$ cat src/rtl/truth_table_sweeper_pkg.sv
// Shared types and defaults for the truth-table sweeper and its settle counter.
// No logic here; latency and backpressure are defined by the users of these types.
package ttsweep_pkg;
    localparam int DEF_N_IN = 4;
    localparam int DEF_TW   = 1 << DEF_N_IN;
    localparam int STATE_W  = 2;
    localparam int SETTLE_W = 8;

    typedef enum logic [STATE_W-1:0] {
        IDLE   = 2'd0,
        DRIVE  = 2'd1,
        SAMPLE = 2'd2,
        FINISH = 2'd3
    } state_t;
endpackage

$ cat src/rtl/truth_table_sweeper_settle_counter.sv
// Loadable down-counter timing how long each vector is held; expire is combinational on count==0.
// Load takes effect at the next edge; no backpressure, counting stops at zero until reloaded.
module settle_counter
    import ttsweep_pkg::*;
(
    input  logic                clk,
    input  logic                rst,
    input  logic                load,
    input  logic [SETTLE_W-1:0] load_val,
    input  logic                en,
    output logic                expire
);

    logic [SETTLE_W-1:0] cnt;

    always_ff @(posedge clk) begin
        if (rst) begin
            cnt <= '0;
        end else if (load) begin
            cnt <= load_val;
        end else if (en && (cnt != '0)) begin
            cnt <= cnt - 1'b1;
        end
    end

    assign expire = (cnt == '0);

endmodule

$ cat src/rtl/truth_table_sweeper.sv
// Sweeps all 2**N_IN vectors through a function unit, capturing y and diffing against a latched table.
// Busy for TW*(SETTLE_CYCLES+1) cycles, then a one-cycle done; start is ignored unless IDLE.
module truth_table_sweeper
    import ttsweep_pkg::*;
#(
    parameter int N_IN          = DEF_N_IN,
    parameter int SETTLE_CYCLES = 1
) (
    input  logic                 clk,
    input  logic                 rst,
    input  logic                 start,
    input  logic [(2**N_IN)-1:0] expected,
    output logic [N_IN-1:0]      vec_out,
    input  logic                 y_in,
    output logic                 busy,
    output logic                 done,
    output logic [(2**N_IN)-1:0] truth_table,
    output logic                 mismatch,
    output logic [N_IN:0]        mismatch_count,
    output logic [N_IN-1:0]      first_fail
);

    localparam int TW = 2 ** N_IN;
    localparam logic [N_IN-1:0]     LAST_IDX   = N_IN'(TW - 1);
    localparam logic [SETTLE_W-1:0] SETTLE_LD  = SETTLE_W'(SETTLE_CYCLES - 1);

    state_t          state;
    logic [N_IN-1:0] idx;
    logic [TW-1:0]   expected_q;
    logic            cnt_load;
    logic            cnt_en;
    logic            settle_done;
    logic            bit_diff;

    // Reload on every DRIVE entry so each vector gets the full settle window.
    assign cnt_load = ((state == IDLE) && start) || ((state == SAMPLE) && (idx != LAST_IDX));
    assign cnt_en   = (state == DRIVE);
    assign bit_diff = (y_in != expected_q[idx]);

    settle_counter u_settle (
        .clk      (clk),
        .rst      (rst),
        .load     (cnt_load),
        .load_val (SETTLE_LD),
        .en       (cnt_en),
        .expire   (settle_done)
    );

    always_ff @(posedge clk) begin
        if (rst) begin
            state          <= IDLE;
            idx            <= '0;
            expected_q     <= '0;
            vec_out        <= '0;
            busy           <= 1'b0;
            done           <= 1'b0;
            truth_table    <= '0;
            mismatch       <= 1'b0;
            mismatch_count <= '0;
            first_fail     <= '0;
        end else begin
            case (state)
                IDLE: begin
                    if (start) begin
                        expected_q     <= expected;
                        truth_table    <= '0;
                        mismatch       <= 1'b0;
                        mismatch_count <= '0;
                        first_fail     <= '0;
                        idx            <= '0;
                        vec_out        <= '0;
                        busy           <= 1'b1;
                        state          <= DRIVE;
                    end
                end
                DRIVE: begin
                    if (settle_done) begin
                        state <= SAMPLE;
                    end
                end
                SAMPLE: begin
                    truth_table[idx] <= y_in;
                    if (bit_diff) begin
                        mismatch       <= 1'b1;
                        mismatch_count <= mismatch_count + 1'b1;
                        if (!mismatch) begin
                            first_fail <= idx;
                        end
                    end
                    if (idx == LAST_IDX) begin
                        busy  <= 1'b0;
                        done  <= 1'b1;
                        state <= FINISH;
                    end else begin
                        idx     <= idx + 1'b1;
                        vec_out <= idx + 1'b1;
                        state   <= DRIVE;
                    end
                end
                FINISH: begin
                    done    <= 1'b0;
                    vec_out <= '0;
                    state   <= IDLE;
                end
                default: state <= IDLE;
            endcase
        end
    end

endmodule

$ cat config.mk
export PLATFORM = sky130hd
export DESIGN_NAME = truth_table_sweeper
export DESIGN_NICKNAME = d
export VERILOG_FILES = /design/src/rtl/truth_table_sweeper_pkg.sv /design/src/rtl/truth_table_sweeper_settle_counter.sv /design/src/rtl/truth_table_sweeper.sv
export SDC_FILE = /design/constraint.sdc
export NUM_CORES = 1
export LEC_CHECK = 0
export CAP_MARGIN = 10
export CORE_AREA = 10 10 137 76
export CTS_CLUSTER_SIZE = 20
export DETAILED_ROUTE_END_ITERATION = 10
export DIE_AREA = 0 0 147 86
export PLACE_DENSITY = 0.68
export SETUP_SLACK_MARGIN = 0.5
export SYNTH_ARGS = -nofsm -noshare
export SYNTH_HDL_FRONTEND = slang
export SYNTH_HIERARCHICAL = 1
export SYNTH_SLANG_ARGS = --single-unit
$ cat constraint.sdc
create_clock -name clk -period 2.3 [get_ports clk]
set_input_delay 0.23 -clock clk [delete_from_list [all_inputs] [get_ports clk]]
set_output_delay 0.23 -clock clk [all_outputs]
set_load 0.02 [all_outputs]
Word level (Yosys, flattened, before mapping)

Cells that the tools add are included.

$add $sub $neg: 3
Multipliers: 0
Divide/modulo/power cells: 0
Magnitude comparators: 2
Equal/unequal tests: 12
Shift operators: 0
Mux-type cells: 29
Bitwise operators: 0
Reduce and logical (&&, ||, !) cells: 21

Operators with widths:

| operator                                           | count |
|---|---|
| one-hot mux 16 bit (2 select lines)                | 1 |
| bitwise mux 16 bit                                 | 1 |
| 2-to-1 mux 16 bit                                  | 1 |
| 2-to-1 mux 4 bit                                   | 4 |
| one-hot mux 4 bit (2 select lines)                 | 2 |
| one-hot mux 4 bit (3 select lines)                 | 1 |
| AND reduction 3 bit                                | 4 |
| 2-to-1 mux 5 bit                                   | 2 |
| != test 2 bit, second input constant               | 5 |
| one-hot mux 5 bit (2 select lines)                 | 1 |
| zero test 8 bit                                    | 1 |
| one-hot mux 2 bit (4 select lines)                 | 1 |
| AND reduction 2 bit                                | 4 |
| nonzero test 8 bit                                 | 1 |
| subtractor 8 x 1 -> 8 bit, second input constant   | 1 |
| 2-to-1 mux 1 bit                                   | 7 |
| 2-to-1 mux 2 bit                                   | 3 |
| one-hot mux 1 bit (2 select lines)                 | 3 |
| adder 5 x 1 -> 5 bit, second input constant        | 1 |
| < comparator 4 x 5 -> 1 bit, second input constant | 1 |
| adder 4 x 1 -> 4 bit, second input constant        | 1 |
| binary-select mux 1 bit (select 4 bit)             | 1 |
| demux 1 bit (select 4 bit)                         | 1 |
| equality test 2 bit, second input constant         | 2 |
| other kinds (13)                                   | 17 |

Register bits: 62
Latch bits: 0
Bits in writable memories: 0
Memory bits (read-only): 0
Logic and storage cells: 78
Memories kept: 0

Depth between registers and ports, before layout

Gate-level depths: netlist of the first run.

Depth in word-level cells: 6
Gate-level depth with buffers: 11
Depth with buffers taken out: 8

Cells and area by module

The synthesis of the first run kept the hierarchy.

By module, submodules not included:

| module              | instances | cells an instance | area an instance (µm²) | sequential area each (µm²) |
|---|---|---|---|---|
| truth_table_sweeper | 1         | 311               | 2563.7                 | 1081.0 |
| settle_counter      | 1         | 59                | 515.5                  | 160.2 |

Worst setup path after synthesis of the first run

Ideal clock, no wire load.

Path type: reg2reg
Start: reg idx[1]
End: reg u_settle.cnt[2]
Arrival: 2.231 ns
Data required time: 2.230 ns
Path slack: -0.001 ns
Cell stages (with the launch flop): 11
Path buffers: 3
Cell sequence: dfxtp_1 -> ha_1 -> clkbuf_1 -> and3_1 -> clkbuf_1 -> nor2_1 -> nor2_1 -> inv_1 -> clkbuf_1 -> or3_2 -> a21oi_1

Word-level cells in the longest chain between the ends: 4

RTL lines:

| item                                | RTL line                                 | text |
|---|---|---|
| start, declared                     | truth_table_sweeper.sv:28                | `logic [N_IN-1:0] idx;` |
| start signal, assigned              | truth_table_sweeper.sv:95                | `idx <= idx + 1'b1;` |
| != test 4 bit                       | truth_table_sweeper.sv:36                | `assign cnt_load = ((state == IDLE) && start) \|\| ((state == SAMPLE) && (idx != LAST_IDX));` |
| logical AND 1 bit                   | truth_table_sweeper.sv:36                |  |
| logical OR 1 bit                    | truth_table_sweeper.sv:36                |  |
| named net cnt_load                  | truth_table_sweeper.sv:30                | `logic cnt_load;` |
| OR reduction 2 bit (no source line) | -                                        |  |
| end signal, assigned                | truth_table_sweeper_settle_counter.sv:20 | `cnt <= load_val;` |
| end signal, assigned                | truth_table_sweeper_settle_counter.sv:22 | `cnt <= cnt - 1'b1;` |
| end, declared                       | truth_table_sweeper_settle_counter.sv:14 | `logic [SETTLE_W-1:0] cnt;` |

The timed path passes the listed nets, and every way through them passes these cells.
A chain may end at the register's enable or synchronous reset.

Worst setup path after layout of the first run

Start: reg idx[1]
End: reg mismatch_count[1]

Word-level cells in the longest chain between the ends: 5

RTL lines:

| item                                   | RTL line                  | text |
|---|---|---|
| binary-select mux 1 bit (select 4 bit) | truth_table_sweeper.sv:38 | `assign bit_diff = (y_in != expected_q[idx]);` |
| 2-to-1 mux 1 bit (not written as such) | truth_table_sweeper.sv:38 |  |
| != test 1 bit                          | truth_table_sweeper.sv:38 |  |
| != test 2 bit (no source line)         | -                         |  |
| AND reduction 3 bit (no source line)   | -                         |  |
| end signal, assigned                   | truth_table_sweeper.sv:85 | `mismatch_count <= mismatch_count + 1'b1;` |
| end, declared                          | truth_table_sweeper.sv:19 | `output logic [N_IN:0] mismatch_count,` |

No other way between the ends. The select of a mux whose other input is x is not followed.

==> flow_metrics.env, run 1 <==
export IMPL_finalHoldViolations=0
export IMPL_reg2reg_slack_ps=270
export IMPL_ys_ff_latch=62
export IMPL_finalSetupViolations=0
export IMPL_max_stage_delay_ps=380
export IMPL_gp_congestion=0.813
export IMPL_initial_core_util_pct=38.9
export IMPL_p_leak_uw=0.00155
export IMPL_htreeDepth=3
export IMPL_utilization_pct=56.8
export IMPL_critPathCaptureType="register"
export IMPL_grt_ovfl_total=0
export IMPL_regArea_mm2=0.00125
export IMPL_multi_input_area_mm2=0.00191
export IMPL_grt_pass1_wl_mm=14.4
export IMPL_cts_root_buf="clkbuf_16"
export IMPL_synth_area_mm2=0.00308
export IMPL_synth_cell_types=56
export IMPL_hpwl_mm=6.21
export IMPL_coreArea_mm2=0.00791
export IMPL_drv_slew=0
export IMPL_rows=23
export IMPL_max_cap_violations=0
export IMPL_die_w_um=147
export IMPL_ant_nets=0
export IMPL_clock_power_share_pct=45.2
export IMPL_ys_seq_area_share_pct=40.3
export IMPL_wirelength_mm=9.54
export IMPL_die_area_mm2=0.0126
export IMPL_synth_most_common_cell="dfxtp_1"
export IMPL_via_per_inst=5.37
export IMPL_fin_tns_setup_ps=0
export IMPL_critPathKind="register to register"
export IMPL_fill_cells=712
export IMPL_grt_antenna_before_repair=0
export IMPL_areaGrowthSynthToFinish_pct=46.0
export IMPL_synth_edf_count=0
export IMPL_clock_skew_final_ps=7.42
export IMPL_antennaDiodeCount=0
export IMPL_synth_area_top_cells="dfxtp_1 (40%), a21oi_1 (8.6%), nand2_1 (6.1%)"
export IMPL_intPower_uw=2340
export IMPL_power_density_mw_per_mm2=706
export IMPL_crit_chain="buf_6 -> buf_6 -> mux2i_2 -> a22oi_2 -> nand2_2 -> xnor2_4 -> a311oi_2 -> buf_4 -> o32ai_2"
export IMPL_drive_gt1_share_pct=23.6
export IMPL_clk_pin_slew_ps=50
export IMPL_worstSkewPairLatency_ps=340
export IMPL_grt_max_degree=42
export IMPL_async_reset_ff_share_pct=0
export IMPL_cts_made_buffers=9
export IMPL_hold_path_class="primary input to register"
export IMPL_slowest_stage="dfxtp_4"
export IMPL_clock_path_buffers=2
export IMPL_tightest_slew_ps=540
export IMPL_fmaxAchievable_ghz=0.492
export IMPL_synth_common_cells="dfxtp_1 (62), a21oi_1 (53), nand2_1 (50)"
export IMPL_switching_share_pct=26.4
export IMPL_relSlewSlack_pct=64.0
export IMPL_portBuffers=51
export IMPL_min_period_ps=2030
export IMPL_p_sw_uw=837
export IMPL_firstDrtPassIters=4
export IMPL_critical_path_peak_fanout=6
export IMPL_grt_setup_unrepaired="true"
export IMPL_ios=52
export IMPL_ys_flop_type="dfxtp_1"
export IMPL_cts_hold_buf=0
export IMPL_grtUsageTotal_pct=13.9
export IMPL_cp_required_ps=2500
export IMPL_syn_area_per_cell_um2=8.32
export IMPL_cp_arrival_ps=2230
export IMPL_fin_crit_sh_pct=88.4
export IMPL_holdWs_ps=353
export IMPL_grt_pass1_vias=2810
export IMPL_yosys_area_top_type="dfxtp_1"
export IMPL_synthCells=370
export IMPL_p_seq_share_pct=37.1
export IMPL_vias=3019
export IMPL_yosysWarnings=6
export IMPL_status="finished clean"
export IMPL_synth_top_area_share_pct=40.3
export IMPL_die_h_um=86
export IMPL_wire_per_inst_um=17.0
export IMPL_nNetsFinal=472
export IMPL_cts_tree="yes"
export IMPL_crit_top_cell="buf_6"
export IMPL_ir_drop_uv=409
export IMPL_drc=0
export IMPL_power_frac_comb_pct=17.7
export IMPL_drt_iter0_drc=237
export IMPL_cp_start_kind="register"
export IMPL_numClockSinks=62
==> power groups by stage <==
stage	sequential [uW]	combinational, uW	clock [uW]
finish	1180	562	1440
global route	1190	607	1500
CTS	1170	455	1450
detailed placement	1190	416	0
global placement	1190	408	0
floorplan	1180	302	0
==> layout by cell type (no fill, tap or decap), types with 3 or more instances in the layout <==
| cell type | n |
|---|---|
| a211oi_2 | 3 |
| a21oi_1 | 49 |
| a21oi_2 | 4 |
| and2_1 | 3 |
| buf_4 | 22 |
| buf_6 | 8 |
| clkbuf_16 | 9 |
| clkbuf_8 | 4 |
| clkdlybuf4s50_1 | 50 |
| conb_1 | 8 |
| dfxtp_1 | 57 |
| dfxtp_2 | 3 |
| ha_1 | 4 |
| inv_1 | 11 |
| mux2i_1 | 7 |
| nand2_1 | 48 |
| nand2b_1 | 12 |
| nand3_1 | 6 |
| nand4_1 | 15 |
| nor2_1 | 14 |
| nor2_4 | 3 |
| nor2b_1 | 5 |
| nor3_1 | 3 |
| nor3b_1 | 4 |
| o211ai_1 | 12 |
| o21ai_0 | 6 |
| o2bb2ai_1 | 3 |
| o32ai_2 | 3 |
| xnor2_1 | 6 |
==> critical path: cells and delay by family, from the launching register on <==
kind,cells,cell delay (ps)
muxes,1,150
AOI/OAI and AO/OA,3,570
DFF,1,380
xor gates and xnor gates,1,200
and+or+nand+nor,1,160
buffers and inverters,3,430
==> final cells by class <==
type	count	share of cell area, %
clock buffers	14	6.32
clock inverters	2	0.835
inverters	14	1.56
multi-input cells	274	42.4
flip-flops and latches	62	27.9
well taps	112	3.12
repair buffers	83	17.7
repair inverters	1	0.250
==> layer usage <==
| metal | GRT usage [%] | share of wire [%] |
|---|---|---|
| met1 | 18.4 | 46 |
| met2 | 20.1 | 45 |
| met3 | 5.19 | 6.1 |
| met4 | 5.28 | 2.1 |
| met5 | 0 | 0 |
==> state kept, by name (all words and copies together), names as in the netlist <==
signal          flops
busy                1
done                1
expected_q         16
first_fail          4
idx                 4
mismatch            1
mismatch_count      5
state               2
truth_table        16
u_settle/cnt        8
vec_out             4
==> logic make-up (layout without fill, tap and decap cells) <==
kind of cell | after synthesis | after routing | synth area share, %
compound gates | 100 | 100 | 21.5
fa+ha+maj | 7 | 7 | 2.84
simple gates | 139 | 139 | 23.2
mux | 11 | 11 | 4.19
other cells | 1 | 8 | 0.122
flops | 62 | 62 | 40.3
xor+xnor | 9 | 9 | 2.56
buf+inv | 41 | 114 | 5.24
==> final timing paths <==
kind,from,endpoint,cells past startpoint
setup reg to reg,idx[1],mismatch_count[1],9
hold / removal,rst,idx[0],2
hold reg to reg,vec_out[2],vec_out[2],2
setup / recovery,idx[1],mismatch_count[1],9
==> metrics by stage <==
step / setup WS (ps) / power [uW] / cell area (um2) / cells
final: 266 / 3180 / 4500 / 562
after global routing: 179 / 3300 / 4500 / 562
after CTS: 281 / 3080 / 4220 / 551
after detailed placement: 193 / 1610 / 3760 / 522
after global placement: 256 / 1600 / 3760 / 522
after floorplan: 312 / 1480 / 3190 / 377
==> repair_timing <==
action | CTS | global route
resized for setup | 14 | 47
gates cloned | 0 | 1
pin swaps | 7 | 17
endpoints found under the setup margin | 19 | 33
buffers inserted | 13 | 10
Note: power is estimated with default switching activity, not from simulation.
==> inputs of run 2 (changes only) <==
HOLD_SLACK_MARGIN = 0.02   (was unset)
REMOVE_ABC_BUFFERS = 1   (was unset)
==> run 2 against run 1 <==
Net effect: largest power group unchanged; sequential power hardly changed; cell area shrank 6.2%; setup slack improved by 61 ps.
==> flow_metrics.env, run 2 (same netlist as run 1, synthesis figures left out) <==
export IMPL_rows=23
export IMPL_hold_path_class="primary input to register"
export IMPL_critPathCaptureType="register"
export IMPL_ir_drop_uv=381
export IMPL_critPathKind="register to register"
export IMPL_grt_setup_unrepaired="true"
export IMPL_coreArea_mm2=0.00791
export IMPL_utilization_pct=53.3
export IMPL_cp_required_ps=2500
export IMPL_grt_antenna_before_repair=0
export IMPL_fin_crit_sh_pct=85.8
export IMPL_fin_cells=555
export IMPL_grt_pass1_vias=2814
export IMPL_power_frac_comb_pct=16.0
export IMPL_relSlewSlack_pct=59.6
export IMPL_grtUsageTotal_pct=12.9
export IMPL_layout_commonest_cell="dfxtp_1"
export IMPL_tightest_slew_ps=605
export IMPL_worstSkewPairLatency_ps=330
export IMPL_antennaDiodeCount=0
export IMPL_ant_nets=0
export IMPL_intPower_uw=2160
export IMPL_cts_root_buf="clkbuf_16"
export IMPL_fmaxAchievable_ghz=0.507
export IMPL_slowest_stage="mux4_2"
export IMPL_switching_share_pct=26.0
export IMPL_cp_arrival_ps=2170
export IMPL_drt_iter0_drc=104
export IMPL_ios=52
export IMPL_wire_per_inst_um=14.4
export IMPL_clk_pin_slew_ps=50
export IMPL_p_seq_share_pct=40.2
export IMPL_drive_gt1_share_pct=18.1
export IMPL_cts_hold_buf=0
export IMPL_crit_chain="mux2i_1 -> mux4_2 -> mux2_4 -> a211oi_4 -> buf_4 -> a21o_2 -> o21ai_1"
export IMPL_htreeDepth=3
export IMPL_clock_skew_final_ps=7.61
export IMPL_gp_congestion=0.783
export IMPL_die_w_um=147
export IMPL_firstDrtPassIters=4
export IMPL_fill_cells=733
export IMPL_grt_ovfl_total=0
export IMPL_hpwl_mm=5.55
export IMPL_status="finished clean"
export IMPL_initial_core_util_pct=38.9
export IMPL_portBuffers=51
export IMPL_cts_made_buffers=9
export IMPL_vias=2870
export IMPL_clock_power_share_pct=43.8
export IMPL_max_stage_delay_ps=520
export IMPL_drc=0
export IMPL_p_leak_uw=0.00146
export IMPL_power_density_mw_per_mm2=691
export IMPL_clock_path_buffers=2
export IMPL_pre_cts_slack_ps=50.3
export IMPL_die_h_um=86
export IMPL_nNetsFinal=465
export IMPL_min_period_ps=1970
export IMPL_drv_slew=0
export IMPL_via_per_inst=5.17
export IMPL_finalSetupViolations=0
export IMPL_top_regs="expected_q x16, truth_table x16, u_settle/cnt x8"
export IMPL_grt_max_degree=41
export IMPL_regArea_mm2=0.00126
export IMPL_grt_pass1_wl_mm=13.5
export IMPL_areaGrowthSynthToFinish_pct=37.0
export IMPL_numClockSinks=62
export IMPL_placed_cells=529
export IMPL_die_area_mm2=0.0126
export IMPL_critical_path_peak_fanout=7
export IMPL_p_sw_uw=758
export IMPL_max_cap_violations=0
export IMPL_cp_start_kind="register"
export IMPL_multi_input_area_mm2=0.00177
export IMPL_wirelength_mm=8.01
export IMPL_fin_ws_ps=327
export IMPL_final_cell_mix="dfxtp_1 (54), a21oi_1 (51), clkdlybuf4s50_1 (50), nand2_1 (49), buf_4 (26)"
export IMPL_cts_tree="yes"
export IMPL_finalHoldViolations=0
[run 2: cell types whose count changed in the layout (fill, tap and decap cells not counted), moves of 3 or more]
cell,previous run,this run
dfxtp_1,57,54
o32ai_2,3,0
nor2_1,14,18
buf_4,22,26
o32ai_1,0,3
nor2_4,3,0
buf_6,8,0
o311ai_0,1,4
[run 2: metal layers]
metal  GRT usage (%)  up-vias  part of all wire [%]
met5               0        -                     0
met4            5.10        0                   1.6
met3            4.61       12                   4.5
met2            21.3       45                    48
met1            15.2     1351                    46
li1                -     1462                     -
[run 2: final timing paths]
| kind | start | endpoint | slack, ps | cells after the start |
|---|---|---|---|---|
| setup / recovery | idx[1] | mismatch_count[2] | 330 | 7 |
| hold reg to reg | expected_q[7] | expected_q[7] | 450 | 2 |
| hold / removal | rst | u_settle/cnt[4] | 270 | 2 |
| setup reg to reg | idx[1] | mismatch_count[2] | 330 | 7 |
[run 2: what timing repair did]
item	in CTS	in global routing
setup buffers	10	0
endpoints found under the setup margin	21	22
gates cloned	0	0
resized for setup	13	18
pin swaps	7	9
[run 2: cell type report]
| cell class | count | share of cell area (%) |
|---|---|---|
| Clock buffer | 13 | 6.41 |
| Clock inverter | 3 | 0.415 |
| Inverter | 14 | 1.36 |
| Multi-Input combinational cell | 274 | 42.0 |
| Sequential cell | 62 | 29.8 |
| Tap cell | 112 | 3.32 |
| Timing Repair Buffer | 77 | 16.6 |
[run 2: worst max-delay path: cells and delay by family (launching register included)]
family                 cells  cell delay, ps
multiplexers               3             970
flip-flops                 1             370
AO/OA/AOI/OAI              3             340
buffers and inverters      1             160
[run 2: metrics by stage]
stage | total power [uW] | TNS [ps] | area [um2] | hold slack [ps]
after global placement | 1590 | 0 | 3760 | 447
final | 2910 | 0 | 4220 | 273
after detailed placement | 1600 | 0 | 3760 | 449
after global routing | 3060 | 0 | 4220 | 293
after floorplan | 1440 | -323 | 3000 | 295
after CTS | 2920 | 0 | 4150 | 271
[run 2: power by group through the flow]
stage / combinational (uW) / sequential (uW) / clock, uW
finish: 466 / 1170 / 1280
global route: 516 / 1180 / 1360
CTS: 441 / 1170 / 1310
detailed placement: 403 / 1190 / 0
global placement: 399 / 1190 / 0
floorplan: 258 / 1180 / 0
